**config.mk**
```make
export PLATFORM = sky130hd
export DESIGN_NAME = ascii_to_int32
export DESIGN_NICKNAME = d
export VERILOG_FILES = /design/src/rtl/ascii_to_int32.sv
export SDC_FILE = /design/constraint.sdc
export NUM_CORES = 1
export LEC_CHECK = 0
export BUFFER_PORTS_ARGS = -buffer_cell sky130_fd_sc_hd__buf_4
export CORE_MARGIN = 2
export CORE_UTILIZATION = 55
export DETAILED_ROUTE_END_ITERATION = 7
export GPL_ROUTABILITY_DRIVEN = 0
export PLACE_DENSITY = 0.72
export REMOVE_ABC_BUFFERS = 1
export SLEW_MARGIN = 30
export SYNTH_ARGS = -nofsm -noshare
export SYNTH_HDL_FRONTEND = slang
export SYNTH_SLANG_ARGS = --single-unit
```
**constraint.sdc**
```tcl
create_clock -name clk -period 11.6 [get_ports clk]
set_clock_uncertainty 0.05 [all_clocks]
set_input_delay 0.58 -clock clk [delete_from_list [all_inputs] [get_ports clk]]
set_output_delay 0.58 -clock clk [all_outputs]
set_load 0.05 [all_outputs]
```
**src/rtl/ascii_to_int32.sv**
```systemverilog
// Streams ASCII chars into signed 32-bit numbers; num_valid rises the cycle after the delimiter, char_ready drops while a number awaits num_ready.
// Optional ASCII_PARSE_PLUS_EN accepts a leading '+' as an explicit positive sign.
module ascii_to_int32 #(
  parameter int MAX_DIGITS = 10
) (
  input  logic        clk,
  input  logic        rst_n,
  input  logic [7:0]  char_in,
  input  logic        char_valid,
  output logic        char_ready,
  output logic [31:0] num_out,
  output logic        num_last,
  output logic        num_valid,
  input  logic        num_ready,
  output logic        error,
  output logic        busy
);

  localparam int CW = $clog2(MAX_DIGITS + 2);

  typedef enum logic [2:0] {IDLE, SIGN, DIGITS, EMIT, SKIP} state_t;

  state_t        r_state, w_state_nxt;
  logic [33:0]   r_acc, w_acc_nxt;
  logic [CW-1:0] r_cnt, w_cnt_nxt;
  logic          r_neg, w_neg_nxt;
  logic          r_last, w_last_nxt;
  logic          r_err, w_err_nxt;

  logic          w_accept, w_is_delim, w_is_digit, w_is_minus, w_is_plus;
  logic [3:0]    w_digit;
  logic [33:0]   w_base_acc;
  logic [CW-1:0] w_base_cnt, w_cnt_inc;
  logic [37:0]   w_prod, w_limit;
  logic          w_ovf;
  logic [31:0]   w_mag;

  assign w_accept   = char_valid && char_ready;
  assign w_is_delim = (char_in == 8'h20) || (char_in == 8'h2C) || (char_in == 8'h09) ||
                      (char_in == 8'h0D) || (char_in == 8'h0A);
  assign w_is_digit = (char_in >= 8'h30) && (char_in <= 8'h39);
  assign w_is_minus = (char_in == 8'h2D);
`ifdef ASCII_PARSE_PLUS_EN
  assign w_is_plus  = (char_in == 8'h2B);
`else
  assign w_is_plus  = 1'b0;
`endif
  assign w_digit    = char_in[3:0];

  // A digit outside DIGITS starts a fresh number, so accumulate from zero.
  assign w_base_acc = (r_state == DIGITS) ? r_acc : 34'd0;
  assign w_base_cnt = (r_state == DIGITS) ? r_cnt : '0;
  assign w_cnt_inc  = w_base_cnt + CW'(1);
  assign w_prod     = ({4'b0, w_base_acc} * 38'd10) + {34'b0, w_digit};
  assign w_limit    = r_neg ? 38'd2147483648 : 38'd2147483647;
  assign w_ovf      = (w_prod > w_limit) || (w_cnt_inc > CW'(MAX_DIGITS));

  always_ff @(posedge clk or negedge rst_n) begin
    if (!rst_n) begin
      r_state <= IDLE;
      r_acc   <= '0;
      r_cnt   <= '0;
      r_neg   <= 1'b0;
      r_last  <= 1'b0;
      r_err   <= 1'b0;
    end else begin
      r_state <= w_state_nxt;
      r_acc   <= w_acc_nxt;
      r_cnt   <= w_cnt_nxt;
      r_neg   <= w_neg_nxt;
      r_last  <= w_last_nxt;
      r_err   <= w_err_nxt;
    end
  end

  always_comb begin
    w_state_nxt = r_state;
    w_acc_nxt   = r_acc;
    w_cnt_nxt   = r_cnt;
    w_neg_nxt   = r_neg;
    w_last_nxt  = r_last;
    w_err_nxt   = 1'b0;

    case (r_state)
      IDLE, SIGN, DIGITS: begin
        if (w_accept) begin
          if (w_is_digit) begin
            if (w_ovf) begin
              w_state_nxt = SKIP;
              w_err_nxt   = 1'b1;
            end else begin
              w_state_nxt = DIGITS;
              w_acc_nxt   = w_prod[33:0];
              w_cnt_nxt   = w_cnt_inc;
            end
          end else if (w_is_delim) begin
            if (r_state == DIGITS) begin
              w_state_nxt = EMIT;
              w_last_nxt  = (char_in == 8'h0A);
            end else if (r_state == SIGN) begin
              w_state_nxt = IDLE;
              w_neg_nxt   = 1'b0;
              w_err_nxt   = 1'b1;
            end
          end else if ((r_state == IDLE) && (w_is_minus || w_is_plus)) begin
            w_state_nxt = SIGN;
            w_neg_nxt   = w_is_minus;
          end else begin
            w_state_nxt = SKIP;
            w_err_nxt   = 1'b1;
          end
        end
      end
      EMIT: begin
        if (num_ready) begin
          w_state_nxt = IDLE;
          w_acc_nxt   = '0;
          w_cnt_nxt   = '0;
          w_neg_nxt   = 1'b0;
          w_last_nxt  = 1'b0;
        end
      end
      SKIP: begin
        if (w_accept && w_is_delim) begin
          w_state_nxt = IDLE;
          w_acc_nxt   = '0;
          w_cnt_nxt   = '0;
          w_neg_nxt   = 1'b0;
        end
      end
      default: w_state_nxt = IDLE;
    endcase
  end

  // acc never exceeds 2^31, so the 32-bit negate yields 32'h80000000 for the minimum.
  assign w_mag      = r_acc[31:0];
  assign num_valid  = (r_state == EMIT);
  assign num_out    = num_valid ? (r_neg ? (32'd0 - w_mag) : w_mag) : 32'd0;
  assign num_last   = num_valid && r_last;
  assign char_ready = (r_state != EMIT);
  assign error      = r_err;
  assign busy       = (r_state != IDLE);

endmodule

```
Word-level counts from Yosys, hierarchy flattened. Index checks and enable logic that the tools add are counted.

Magnitude comparators: 4. Multipliers: 1. Mux-type cells: 49. Add/sub/neg operators: 3. Reductions and logical operators: 19. Eq/ne operators: 23.

Operator list (count): 34-bit two-way mux (6); 34-bit one-hot mux with 3 select lines (1); 32-bit two-way mux (3); 38-bit by 4-bit adder with 38-bit output (1); 38-bit by 32-bit greater-than comparator with 1-bit output (1); 34-bit by 3-bit multiplier with 37-bit output (second input constant) (1); 1-bit by 32-bit subtractor with 32-bit output (first input constant) (1); 3-bit two-way mux (9); 8-bit by 4-bit equality test with 1-bit output (second input constant) (3); 8-bit by 6-bit equality test with 1-bit output (second input constant) (3); 4-bit two-way mux (6); 1-bit two-way mux (20); 2-bit inequality test (second input constant) (7); 4-bit one-hot mux with 3 select lines (1); 6-bit AND reduction (2); 3-bit inequality test (second input constant) (3); 3-bit one-hot mux with 3 select lines (1); 8-bit by 6-bit >= comparator with 1-bit output (second input constant) (1); 8-bit by 6-bit <= comparator with 1-bit output (second input constant) (1); 8-bit AND reduction (1); 3-bit by 2-bit equality test with 1-bit output (second input constant) (2); 3-bit nonzero test (2); 1-bit logical AND (5); 1-bit logical OR (5); other kinds (13) (13).

Logic and storage cells: 105. Register bits: 44. Output and inout port bits: 37.

Longest topological paths before layout.
Depth in word-level cells: 10. Depth in mapped cells: 32. Depth with buffers taken out: 28.

Worst setup path before layout. No wires, ideal clock.

Path type: flip-flop to flip-flop. Start: register r_state[2]. End: register r_acc[29]. Slack: 4.884 ns. Arrival: 6.545 ns. Period minus slack after synthesis: 6.716 ns. Buffers on the path: 6. Setup time: 0.121 ns. Cell stages (with the launch flop): 32. Cells stage by stage: dfrtp_1 -> clkbuf_1 -> nor3b_2 -> clkbuf_1 -> clkbuf_1 -> and2_1 -> ha_1 -> ha_1 -> buf_2 -> and2_4 -> a2111oi_2 -> nor2_1 -> o21ai_0 -> nand4_1 -> or2_1 -> nor3_1 -> nand2_1 -> or3_1 -> xnor2_1 -> ha_1 -> nand4_1 -> nor2_1 -> nand3_1 -> or4_1 -> a21oi_1 -> o21ai_0 -> a31oi_1 -> and4b_1 -> buf_4 -> o21ai_4 -> buf_6 -> a22o_1.

Word-level cells in the longest chain between the ends: 8.

RTL lines: start, declared (line 23) `state_t r_state, w_state_nxt;`; start signal, assigned (line 67) `r_state <= w_state_nxt;`; 3-bit by 2-bit equality test with 1-bit output (line 51, 52, 84); 34-bit two-way mux (line 51) `assign w_base_acc = (r_state == DIGITS) ? r_acc : 34'd0;`; 34-bit by 3-bit multiplier with 37-bit output (line 54) `assign w_prod = ({4'b0, w_base_acc} * 38'd10) + {34'b0, w_digit};`; 38-bit by 4-bit adder with 38-bit output (line 54); 38-bit by 32-bit greater-than comparator with 1-bit output or 34-bit two-way mux (tied branches) (line 56, 88); 1-bit logical OR or 34-bit two-way mux (tied branches) (line 56, 87); 2-bit inequality test (no line) or 34-bit two-way mux (tied branches); 6-bit AND reduction (no line) or 34-bit one-hot mux with 3 select lines (tied branches); end signal, assigned (line 68) `r_acc <= w_acc_nxt;`; end, declared (line 24) `logic [33:0] r_acc, w_acc_nxt;`.

Parallel ways exist; a longest one is shown, timed or not. The select of a mux whose other input is x is not followed. A chain may end at the register's enable or synchronous reset.

Final worst setup path.
Start: register r_state[1]. End: register r_acc[13].

The elaborated chain is that of the path after synthesis.

==> results.md <==
- Area after DPL: 0.007496 sq mm
- Fmax: 125.6 MHz
- Die area: 0.01372 sq mm
- Fill cells: 1167
- Fin nets: 1036
- Layout cells sized above 1: 9.297%
- Status: finished clean
- Simple-gate share of the synthesized area: 27.16%
- Pwr per Cell Area: 61.99 mW/mm^2
- Post-CTS sizing: 0
- Max Cap Viol: 0
- Share of cell area taken by muxes after synthesis: 1.031%
- Leading cell type in the layout, fill and taps excluded: ha_1
- Largest stage delay, worst path: 0.59 ns
- Final Cell Area: 0.007674 sq mm
- Critical path type: flop to flop
- YS warnings: 0
- Core area: 0.01257 sq mm
- DR DRC count: 0
- Num CTS Buffers: 5
- Total track usage: 29.87%
- Number of detailed-route iterations in the first pass: 5
- Synth Cell Area: 0.007039 sq mm
- Lkg Pwr: 3.748 nW
- Overall power: 0.4757 mW
- Core Util, Final: 61.06%
- Worst setup EP type: flop
- Max Slew Vio Count: 0
- Worst setup SP type: flop
- Top FF cell, synth: dfrtp_1
- Clk_lat worst skew: 0.30 ns
- DIE HEIGHT: 117.1 um
- Post-Synth Adder-Cell Area: 17.88%
- Fin crit share: 68.62%
- Vias in the first global route: 6477
- Area grow syn2layout: 9.012%
- Yosys cell types: 78
- RSZ-0062 raised after global routing: false
- Flops & latches, synth: 44
- Post-route setup TNS: 0 ns
- Final setup violation count: 0
- Initial antenna violation count: 0
- Critical path required time: 11.72 ns
- Most frequent CP cell: nor3_1
- Largest family of logic cells by synthesized area: simple AND/OR/NAND/NOR gates
- FFs w/ async S/R, synth: 100.0%
- Sequential share of the synthesized area: 15.64%
- Routed WL: 20090 um
- Clock tree sinks: 44
- Compound-Gate Fraction of Synth Area: 24.62%
- Clock Pin Slew Worst Setup and Hold Paths: 0.07 ns
- Crit path DAT: 8.08 ns
- R2R Setup Slk: 3.64 ns
- Hold buffer count at cts: 0
- Hpwl dp: 15860 um
- Clk root buf: clkbuf_16
- Min Tclk post-route: 7.960 ns
- Critical path's top delay family: simple AND/OR/NAND/NOR gates
- Commonest cells after routing, fill and taps aside: ha_1, nor2_1, nand2_1
- First-pass GRT wire length: 32410 um
- Input/output buffers: 48
- Vias after detailed routing: 6975
- Worst setup path startpoint: r_state[1]
- Final Hold Viols: 0
- Crit path buf inv count: 2
- Mapped Cells: 904
- 1st-iter DRT viols: 604
- IO Pins: 49
- FP Rows: 41
- Vias per cell: 6.358
- Global route total overflow: 0
- H-tree depth: 2
- TritonCTS clock tree: yes
- Peak VDD IR: 54.50 uV
- Chip Width: 117.1 um
- RR Startpoint: r_state[1]
- Worst Tran Pin Value: 0.7543 ns
- XOR/XNOR Fraction of Synth Area: 9.829%
- Max clock buf depth: 2
- Synthesized area per cell: 7.787 sq um
- Number of synthesized flops with an enable pin: 0
- Largest net degree at the start of global routing: 59
- Post-CTS setup buffer count: 0
- Routed Antenna Nets: 0
- Crit path max fanout: 24
- Relative slew slack: 49.32%
- Slowest cell on crit path: nor3_1
- WL/cell: 18.31 um
- Hold Path Class: primary input to async pin
- Initial core utilization: 56.01%
- Number of antenna diodes: 0
-- synth_stat cells (23+ instances only) --
cell type  number  area share (%)
xnor2_1        34             4.2
dfrtp_1        44              16
and2_1         46             4.1
a21oi_1        53             3.8
nor2_1         83             4.4
nand4_1        24             2.1
xor2_1         45             5.6
nor3_1         27             1.9
ha_1           99              18
nand2_1        74             3.9
nand3_1        23             1.6
o21ai_0        47             3.3
clkbuf_1       26             1.4
inv_1          23             1.2
a22o_1         33             4.1
-- final timing paths --
check | endpoint | depth (start not counted)
hold reg to reg | r_last | 2
hold / removal | r_acc[33] | 1
setup reg to reg | r_acc[13] | 28
max in group asynchronous | r_neg | 1
setup / recovery | r_acc[13] | 28
min in group clk | r_last | 2
-- kinds of logic after synthesis --
family | after synthesis
buf+inv | 62
fa+ha+maj | 100
mux | 7
compound gates | 248
simple gates | 364
flops | 44
xor+xnor | 79
-- sequential cells by signal, indices dropped and copies added, names as in the netlist --
| signal | flops |
|---|---|
| r_cnt | 4 |
| r_acc | 34 |
| r_state | 3 |
| error | 1 |
| r_last | 1 |
| r_neg | 1 |
-- layer usage --
layer | track usage, % | vias to the layer above | wire, um
met1 | 41.06 | 3310 | 9338
li1 | - | 3413 | -
met4 | 9.255 | 0 | 591
met2 | 49.44 | 205 | 9281
met3 | 3.296 | 47 | 880
met5 | 0 | - | 0
-- per-stage QoR --
stage,cells,setup WS (ns),hold slack [ns]
2_1_floorplan,865,3.544,0.2344
3_3_place_gp,1088,3.974,0.4091
3_5_place_dp,1089,3.836,0.4233
4_1_cts,1097,3.767,0.2661
5_1_grt,1097,3.191,0.2895
6_report,1097,3.640,0.2365
-- power by group --
| part | switching (mW) | internal (mW) | total, mW |
|---|---|---|---|
| Clock | 0.0653 | 0.108 | 0.173 |
| Combinational | 0.0883 | 0.0417 | 0.130 |
| Sequential | 0.0126 | 0.160 | 0.172 |
-- worst register-to-register path, delay by kind of cell (launching register included) --
family	cells	cell delay, ns
buffers and inverters	2	0.30
AOI/OAI and AO/OA	8	1.86
DFF	1	0.49
xor gates and xnor gates	2	0.28
and+or+nand+nor	13	3.91
adders and majority gates	3	0.96
-- cell type report --
class                      count  area (sq um)  area share (%)
clock buffer                   6         138.9           1.810
sequential                    44          1102           14.36
clock inverter                 2         38.79          0.5055
multi-input combinational    798          5682           74.04
tap                          172         215.2           2.804
timing repair buffer          52         410.4           5.348
inverter                      23         86.33           1.125
Power figures use the tool's default switching activity.
